## src/rtl/id_ex_stage.sv

```systemverilog
`default_nettype none
// ============================================================================
// Module   : id_ex_stage
// Purpose  : ID->EX pipeline register for the multithreaded CPU. Carries two
//            operands, packed control and thread ID under a valid/ready
//            handshake, with per-thread squash and zeroed bubbles.
// Option   : ID_EX_STAGE_SKID_EN
//              defined   -> two-entry skid buffer, in_ready is registered
//              undefined -> single register, in_ready = !out_valid || out_ready
// Ports    : clk, reset (sync, active-high)
//            in_valid/in_ready, in_data0/1, in_ctrl, in_tid   (decode side)
//            out_valid/out_ready, out_data0/1, out_ctrl, out_tid (execute side)
//            flush_valid, flush_tid                           (squash request)
// Revision : 1.0 - initial release
// ============================================================================
module id_ex_stage #(
  parameter int DATA_W = 64,
  parameter int CTRL_W = 26,
  parameter int TID_W  = 2
) (
  input  logic              clk,
  input  logic              reset,
  input  logic              in_valid,
  output logic              in_ready,
  input  logic [DATA_W-1:0] in_data0,
  input  logic [DATA_W-1:0] in_data1,
  input  logic [CTRL_W-1:0] in_ctrl,
  input  logic [TID_W-1:0]  in_tid,
  output logic              out_valid,
  input  logic              out_ready,
  output logic [DATA_W-1:0] out_data0,
  output logic [DATA_W-1:0] out_data1,
  output logic [CTRL_W-1:0] out_ctrl,
  output logic [TID_W-1:0]  out_tid,
  input  logic              flush_valid,
  input  logic [TID_W-1:0]  flush_tid
);

  typedef struct packed {
    logic              valid;
    logic [TID_W-1:0]  tid;
    logic [CTRL_W-1:0] ctrl;
    logic [DATA_W-1:0] data1;
    logic [DATA_W-1:0] data0;
  } entry_t;

  // An empty slot is all zeros, so a bubble never carries stray control.
  localparam entry_t ENTRY_NONE = '0;

  entry_t main_q, main_d;
  entry_t in_e;
  logic   in_xfer;

  assign in_e    = {1'b1, in_tid, in_ctrl, in_data1, in_data0};
  assign in_xfer = in_valid && in_ready;

  // Drop an entry belonging to the squashed thread.
  function automatic entry_t squash(input entry_t e, input logic fv,
                                    input logic [TID_W-1:0] ft);
    if (fv && e.valid && (e.tid == ft))
      return ENTRY_NONE;
    return e;
  endfunction

`ifdef ID_EX_STAGE_SKID_EN
  entry_t skid_q, skid_d;

  // Registered ready: only depends on skid occupancy (and reset).
  assign in_ready = !skid_q.valid && !reset;

  always_comb begin
    main_d = main_q;
    skid_d = skid_q;
    if (!main_q.valid || out_ready) begin
      if (skid_q.valid) begin
        main_d = skid_q;
        skid_d = in_xfer ? in_e : ENTRY_NONE;
      end else begin
        main_d = in_xfer ? in_e : ENTRY_NONE;
        skid_d = ENTRY_NONE;
      end
    end else if (in_xfer) begin
      skid_d = in_e;
    end
    main_d = squash(main_d, flush_valid, flush_tid);
    skid_d = squash(skid_d, flush_valid, flush_tid);
    // Keep the skid behind main: a hole in main after squash is refilled.
    if (!main_d.valid && skid_d.valid) begin
      main_d = skid_d;
      skid_d = ENTRY_NONE;
    end
  end

  always_ff @(posedge clk) begin
    if (reset) begin
      main_q <= ENTRY_NONE;
      skid_q <= ENTRY_NONE;
    end else begin
      main_q <= main_d;
      skid_q <= skid_d;
    end
  end
`else
  // Combinational path from out_ready keeps full throughput with one slot.
  assign in_ready = (!main_q.valid || out_ready) && !reset;

  always_comb begin
    main_d = main_q;
    if (!main_q.valid || out_ready)
      main_d = in_xfer ? in_e : ENTRY_NONE;
    main_d = squash(main_d, flush_valid, flush_tid);
  end

  always_ff @(posedge clk) begin
    if (reset)
      main_q <= ENTRY_NONE;
    else
      main_q <= main_d;
  end
`endif

  assign out_valid = main_q.valid;
  assign out_data0 = main_q.data0;
  assign out_data1 = main_q.data1;
  assign out_ctrl  = main_q.ctrl;
  assign out_tid   = main_q.tid;

endmodule
`default_nettype wire
```

## config.mk

```make
export PLATFORM = sky130hd
export DESIGN_NAME = id_ex_stage
export DESIGN_NICKNAME = d
export VERILOG_FILES = /design/src/rtl/id_ex_stage.sv
export SDC_FILE = /design/constraint.sdc
export NUM_CORES = 1
export LEC_CHECK = 0
export CAP_MARGIN = 15
export CORE_ASPECT_RATIO = 1.5
export CORE_MARGIN = 3
export CORE_UTILIZATION = 28
export DETAILED_ROUTE_END_ITERATION = 10
export MAX_ROUTING_LAYER = met4
export PLACE_DENSITY = 0.66
export RECOVER_POWER = 100
export SLEW_MARGIN = 5
export SYNTH_ARGS = -nofsm -noshare
export SYNTH_HDL_FRONTEND = slang
export SYNTH_SLANG_ARGS = --single-unit
```

## constraint.sdc

```tcl
create_clock -name clk -period 3 [get_ports clk]
set_input_delay 0.6 -clock clk [delete_from_list [all_inputs] [get_ports clk]]
set_output_delay 0.6 -clock clk [all_outputs]
set_load 0.02 [all_outputs]
```

==> results.json, run 1 <==
{
  "synth.avg_cell_area_um2": 7.987,
  "power_mw": 5.489,
  "synth_edf_count": 0,
  "cp-start-kind": "primary input",
  "period_share_pct": 87.73,
  "ioPinCount": 321,
  "drive_gt1_share_pct": 4.752,
  "mostFrequentLayoutCell": "clkdlybuf4s50_1",
  "grt_first_pass_wirelength_um": 30350,
  "start_util_pct": 28.63,
  "post-cts-setup-buffer-count": 0,
  "p_int_mw": 3.977,
  "grt.total_usage_pct": 17.74,
  "violations": "capacitance limit, slew limit",
  "arrival_ns": 2.92,
  "syn_inst": 712,
  "holdCritPathClass": "flop to flop",
  "tightest_slew_ns": 1.652,
  "dpl_cell_area_mm2": 0.009138,
  "max_stage_delay_ns": 0.54,
  "net-switching-power_mw": 1.512,
  "ant_nets": 0,
  "dp_hpwl_um": 13380,
  "cts_buffer_depth": 2,
  "seqPwrFrac_pct": 41.9,
  "yosysTopAreaCell": "dfxtp_1",
  "final_max_slew_viol_count": 78,
  "max_freq_ghz": 0.3800,
  "h-tree-depth": 4,
  "final_cell_mix": "clkdlybuf4s50_1, nand2_1, dlygate4sd3_1, dfxtp_1",
  "power.density_mw_per_mm2": 566.7,
  "setup_violations": 0,
  "io_buffer_count": 320,
  "async_reset_ff_share_pct": 0,
  "status": "finished, violations left",
  "dp.cells": 1239,
  "core_mm2": 0.01986,
  "yosysWarnings": 0,
  "ys_seq_elements": 157,
  "die_x_um": 122.4,
  "yosysSeqAreaShare_pct": 55.27,
  "top_usage_layer": "met2",
  "grt_use_met3_pct": 4.711,
  "dr.pass1.iters": 4,
  "rsz0062_at_grt": "false",
  "routed_wl_um": 19620,
  "use_met2_pct": 30.11,
  "max_cap_violations": 1,
  "worst_hold_slack_ns": 0.4453,
  "place_ws_ns": 0.2328,
  "syn2layout_area_growth_pct": 70.34,
  "dieArea_mm2": 0.02209,
  "cts.hold.buffers_added": 0,
  "vias": 5987,
  "grt_max_degree": 157,
  "min_period_ns": 2.632,
  "cts_sinks": 157,
  "cp_max_fo": 7,
  "gp_congestion": 0.8279,
  "antenna_found_initial": 0,
  "synth.cell_area_mm2": 0.005687,
  "worstSetupPathType": "primary input to flop",
  "p_leak_nw": 3.889,
  "n_antenna_cell": 0,
  "endpoint_kind": "flop",
  "relSlewSlack_pct": -10.13,
  "fin_cells": 1270,
  "postLayoutCoreUtil_pct": 48.77,
  "drc_errors": 0,
  "crit_path_top_delay_cell": "clkdlybuf4s50_1",
  "required_ns": 3.28,
  "crit_chain": "clkdlybuf4s50_1 > nor2b_4 > or4_1 > a221oi_1 > buf_4 > clkbuf_1 > a21oi_1",
  "grt-ovfl-total": 0,
  "path_clk_slew_ns": 0.06,
  "synth_cell_types": 20,
  "die_h_um": 180.5,
  "met1_usage_pct": 19.85,
  "grt_pass1_vias": 5820,
  "clk_latency_ns": 0.41,
  "cts_root_buffer": "clkbuf_16",
  "swShare_pct": 27.55,
  "cts-resized-gates": 0,
  "hold_viol_final": 0,
  "drtIter0Drc": 374,
  "cts_tree": "yes",
  "cts_buffers": 17,
  "fin_ws_ns": 0.3681,
  "yosys_most_used_dff": "dfxtp_1",
  "clock_skew_ns": 0.01009,
  "vdd_drop_max_mv": 0.3092,
  "fin_nets": 1161,
  "synth_area_leaders": "dfxtp_1, a21oi_1, nand3_1",
  "syn-num-nets": 875,
  "synth_top_area_share_pct": 55.27,
  "via_per_inst": 4.714,
  "tns_ns": 0,
  "final_area_mm2": 0.009687,
  "clkPwrFrac_pct": 39.0,
  "wire_per_inst_um": 15.44,
  "rows": 63,
  "combPwrFrac_pct": 19.2
}
## synthesized netlist by cell type (4+ instances only)
master    count
nand3_1     156
clkbuf_1     50
buf_2        17
nand2_1     159
nor2_1        4
a21oi_1     156
dfxtp_1     157
## sequential cells by signal (all words and copies together), names as in the netlist
name       flops
out_ctrl      26
out_data0     64
out_data1     64
out_tid        2
out_valid      1
## path summary, 6_finish.rpt
path	slack, ns	start	endpoint	cells after the start
worst max-delay path	0.37	out_ready	out_ctrl[16]$_SDFFE_PP0P_	7
worst min-delay path	0.45	out_data1[18]$_SDFFE_PP0P_	out_data1[18]$_SDFFE_PP0P_	2
worst max register to register	0.61	out_valid$_SDFF_PP0_	out_data1[17]$_SDFFE_PP0P_	4
worst min register to register	0.45	out_data1[18]$_SDFFE_PP0P_	out_data1[18]$_SDFFE_PP0P_	2
## power groups by stage
stage,Clock [mW],Combinational (mW),Sequential [mW]
CTS,2.20,1.12,2.31
finish,2.14,1.05,2.30
global route,2.28,1.13,2.32
floorplan,0,0.313,2.53
global placement,0,1.12,2.35
detailed placement,0,1.12,2.35
## cell families (layout without fill, tap and decap cells)
kind of cell	count (synthesis)	after routing	share of synthesized area [%]
xor gates and xnor gates	2	2	0.3081
DFF	157	157	55.27
buffers and inverters	70	368	5.060
and+or+nand+nor	323	323	24.97
AOI/OAI and AO/OA	160	160	14.39
## worst max-delay path: cells and delay by family
| kind | cells | cell delay [ns] |
|---|---|---|
| AOI/OAI and AO/OA | 2 | 0.60 |
| and+or+nand+nor | 2 | 0.61 |
| buffers and inverters | 3 | 1.10 |
## cell type report
type                       count  area [µm²]
tap                          260       325.3
inverter                       1       3.754
timing repair buffer         336        3372
sequential                   157        3143
clock buffer                  19       442.9
multi-input combinational    485        2265
clock inverter                12       135.1
fill                        1982       10180
## routing by layer
| layer | wire (µm) | vias up |
|---|---|---|
| met4 | 493 | 0 |
| met5 | 0 | - |
| met3 | 1320 | 29 |
| met2 | 10160 | 217 |
| met1 | 7639 | 2754 |
| li1 | - | 2987 |
Note: power is estimated with default switching activity, not from simulation.
==> inputs of run 2 (changes only) <==
- ABC_CLOCK_PERIOD_IN_PS: not set -> 3000
==> results of run 2 <==
Final layout, timing and power as in run 1 (identical DEF).
==> inputs of run 3 (changes only) <==
- CORE_MARGIN: 3 -> 1
==> run 3 against run 2 <==
  * The run now ends clean
  * Power rose by 1.5%
  * Critical path type is now primary input to output pin
  * Count of clock-buffer cells in the layout down 1
  * Worst hold slack got worse by 0.00085 ns
  * Register-to-register slack about the same
  * Worst setup slack improved by 0.0079 ns
  * First-iteration DRC count is 12% lower
  * Sequential power hardly changed
  * Die area is 5.4% lower
  * Routed wire length down 1.2%
  * Flip-flop and latch count unchanged
==> results.json, run 3 (same netlist as run 1, synthesis figures left out) <==
{
  "drive_gt1_share_pct": 5.035,
  "cpLargestDelayFamily": "buffers and inverters",
  "io_buffer_count": 320,
  "vdd_drop_max_mv": 0.3432,
  "wire_per_inst_um": 15.22,
  "die_x_um": 118.4,
  "start_util_pct": 28.63,
  "ioPinCount": 321,
  "gp_congestion": 0.7713,
  "place_ws_ns": 0.1933,
  "worstSetupPathType": "primary input to output pin",
  "dp.cells": 1241,
  "fin_nets": 1163,
  "cts_buffer_depth": 2,
  "cp-start-kind": "primary input",
  "worst_hold_slack_ns": 0.4444,
  "grt.total_usage_pct": 19.00,
  "relSlewSlack_pct": 15.38,
  "final_cell_mix": "clkdlybuf4s50_1, nand2_1, dfxtp_1, dlygate4sd3_1",
  "crit_path_top_delay_cell": "clkdlybuf4s50_1",
  "grt_first_pass_wirelength_um": 30240,
  "fillers": 1902,
  "crit_chain": "clkdlybuf4s50_1 > nor2b_1 > nor2_1 > clkdlybuf4s50_1",
  "cts_buffers": 17,
  "cts_tree": "yes",
  "crit_buf_inv": 2,
  "n_antenna_cell": 0,
  "holdCritStartpoint": "out_data1[63]$_SDFFE_PP0P_",
  "max_cap_violations": 0,
  "cp_max_fo": 7,
  "max_freq_ghz": 0.3811,
  "clock_skew_ns": 0.006249,
  "mostFrequentLayoutCell": "clkdlybuf4s50_1",
  "rsz0062_at_grt": "false",
  "core_mm2": 0.01986,
  "ant_nets": 0,
  "tns_ns": 0,
  "routed_wl_um": 19380,
  "rows": 63,
  "vias": 6014,
  "grt-ovfl-total": 0,
  "cp_common_cell": "clkdlybuf4s50_1",
  "antenna_found_initial": 0,
  "r2r_start": "out_valid$_SDFF_PP0_",
  "drc_errors": 0,
  "dr.pass1.iters": 4,
  "required_ns": 2.40,
  "post-cts-setup-buffer-count": 0,
  "via_per_inst": 4.724,
  "syn2layout_area_growth_pct": 71.51,
  "cts_root_buffer": "clkbuf_16",
  "holdCritPathClass": "flop to flop",
  "arrival_ns": 2.02,
  "cts-resized-gates": 0,
  "final_max_slew_viol_count": 0,
  "fin_ws_ns": 0.3760,
  "min_period_ns": 2.624,
  "path_clk_slew_ns": 0.06,
  "hold_viol_final": 0,
  "final_area_mm2": 0.009753,
  "die_h_um": 176.5,
  "period_share_pct": 87.47,
  "endpoint_kind": "output pin",
  "grt_pass1_vias": 5712,
  "dpl_cell_area_mm2": 0.009178,
  "startpoint": "out_ready",
  "cts_sinks": 157,
  "dp_hpwl_um": 13070,
  "h-tree-depth": 4,
  "grt_max_degree": 157,
  "setup_violations": 0,
  "max_stage_delay_ns": 0.57,
  "dieArea_mm2": 0.02090,
  "tightest_slew_ns": 1.269,
  "fin_cells": 1273,
  "clk_latency_ns": 0.43,
  "p_leak_nw": 3.920,
  "status": "completed",
  "drtIter0Drc": 328,
  "power.density_mw_per_mm2": 571.0,
  "cts.hold.buffers_added": 0
}
==> run 3: changes by cell type in the layout (fill, tap and decap cells not counted), sizes merged <==
cell | previous run | this run
clkbuf | 23 | 22
clkinv | 2 | 7
clkdlybuf4s50 | 161 | 162
bufinv | 2 | 3
inv | 5 | 1
buf | 13 | 15
dlygate4sd3 | 158 | 157
==> run 3: tightest hold or removal path, stage by stage, from the launching register on <==
cell and delay [ns]:
dfxtp_1 0.30, nand2_1 0.05, a21oi_1 0.05
==> run 3: worst paths after layout <==
| check | endpoint | slack [ns] | cells after the start |
|---|---|---|---|
| worst max register to register | out_data1[57]$_SDFFE_PP0P_ | 0.62 | 6 |
| worst max-delay path | in_ready | 0.38 | 4 |
| worst min register to register | out_data1[63]$_SDFFE_PP0P_ | 0.44 | 2 |
| worst min-delay path | out_data1[63]$_SDFFE_PP0P_ | 0.44 | 2 |
==> run 3: per-layer routing <==
layer  track usage (%)  part of all wire [%]
met5                 -                     0
met4             8.600                   2.5
met1             20.83                    39
met2             32.62                    53
met3             4.393                   5.7
==> run 3: report_power, final <==
group | internal [mW] | switching [mW] | total (mW)
Combinational | 0.503 | 0.558 | 1.06
Clock | 1.33 | 0.878 | 2.21
Sequential | 2.23 | 0.0688 | 2.30
==> run 3: per-stage QoR <==
stage | util, % | power (mW)
6_report | 49.10 | 5.569
3_5_place_dp | 46.20 | 3.477
2_1_floorplan | - | 2.838
4_1_cts | 49.27 | 5.716
5_1_grt | 49.10 | 5.829
3_3_place_gp | 46.20 | 3.475
==> run 3: layout make-up <==
cell class	count	area, µm²	area share, %
multi-input combinational	485	2257	23.14
timing repair buffer	338	3415	35.01
clock buffer	18	439.2	4.503
tap	260	325.3	3.335
clock inverter	14	170.2	1.745
sequential	157	3143	32.23
inverter	1	3.754	0.03849
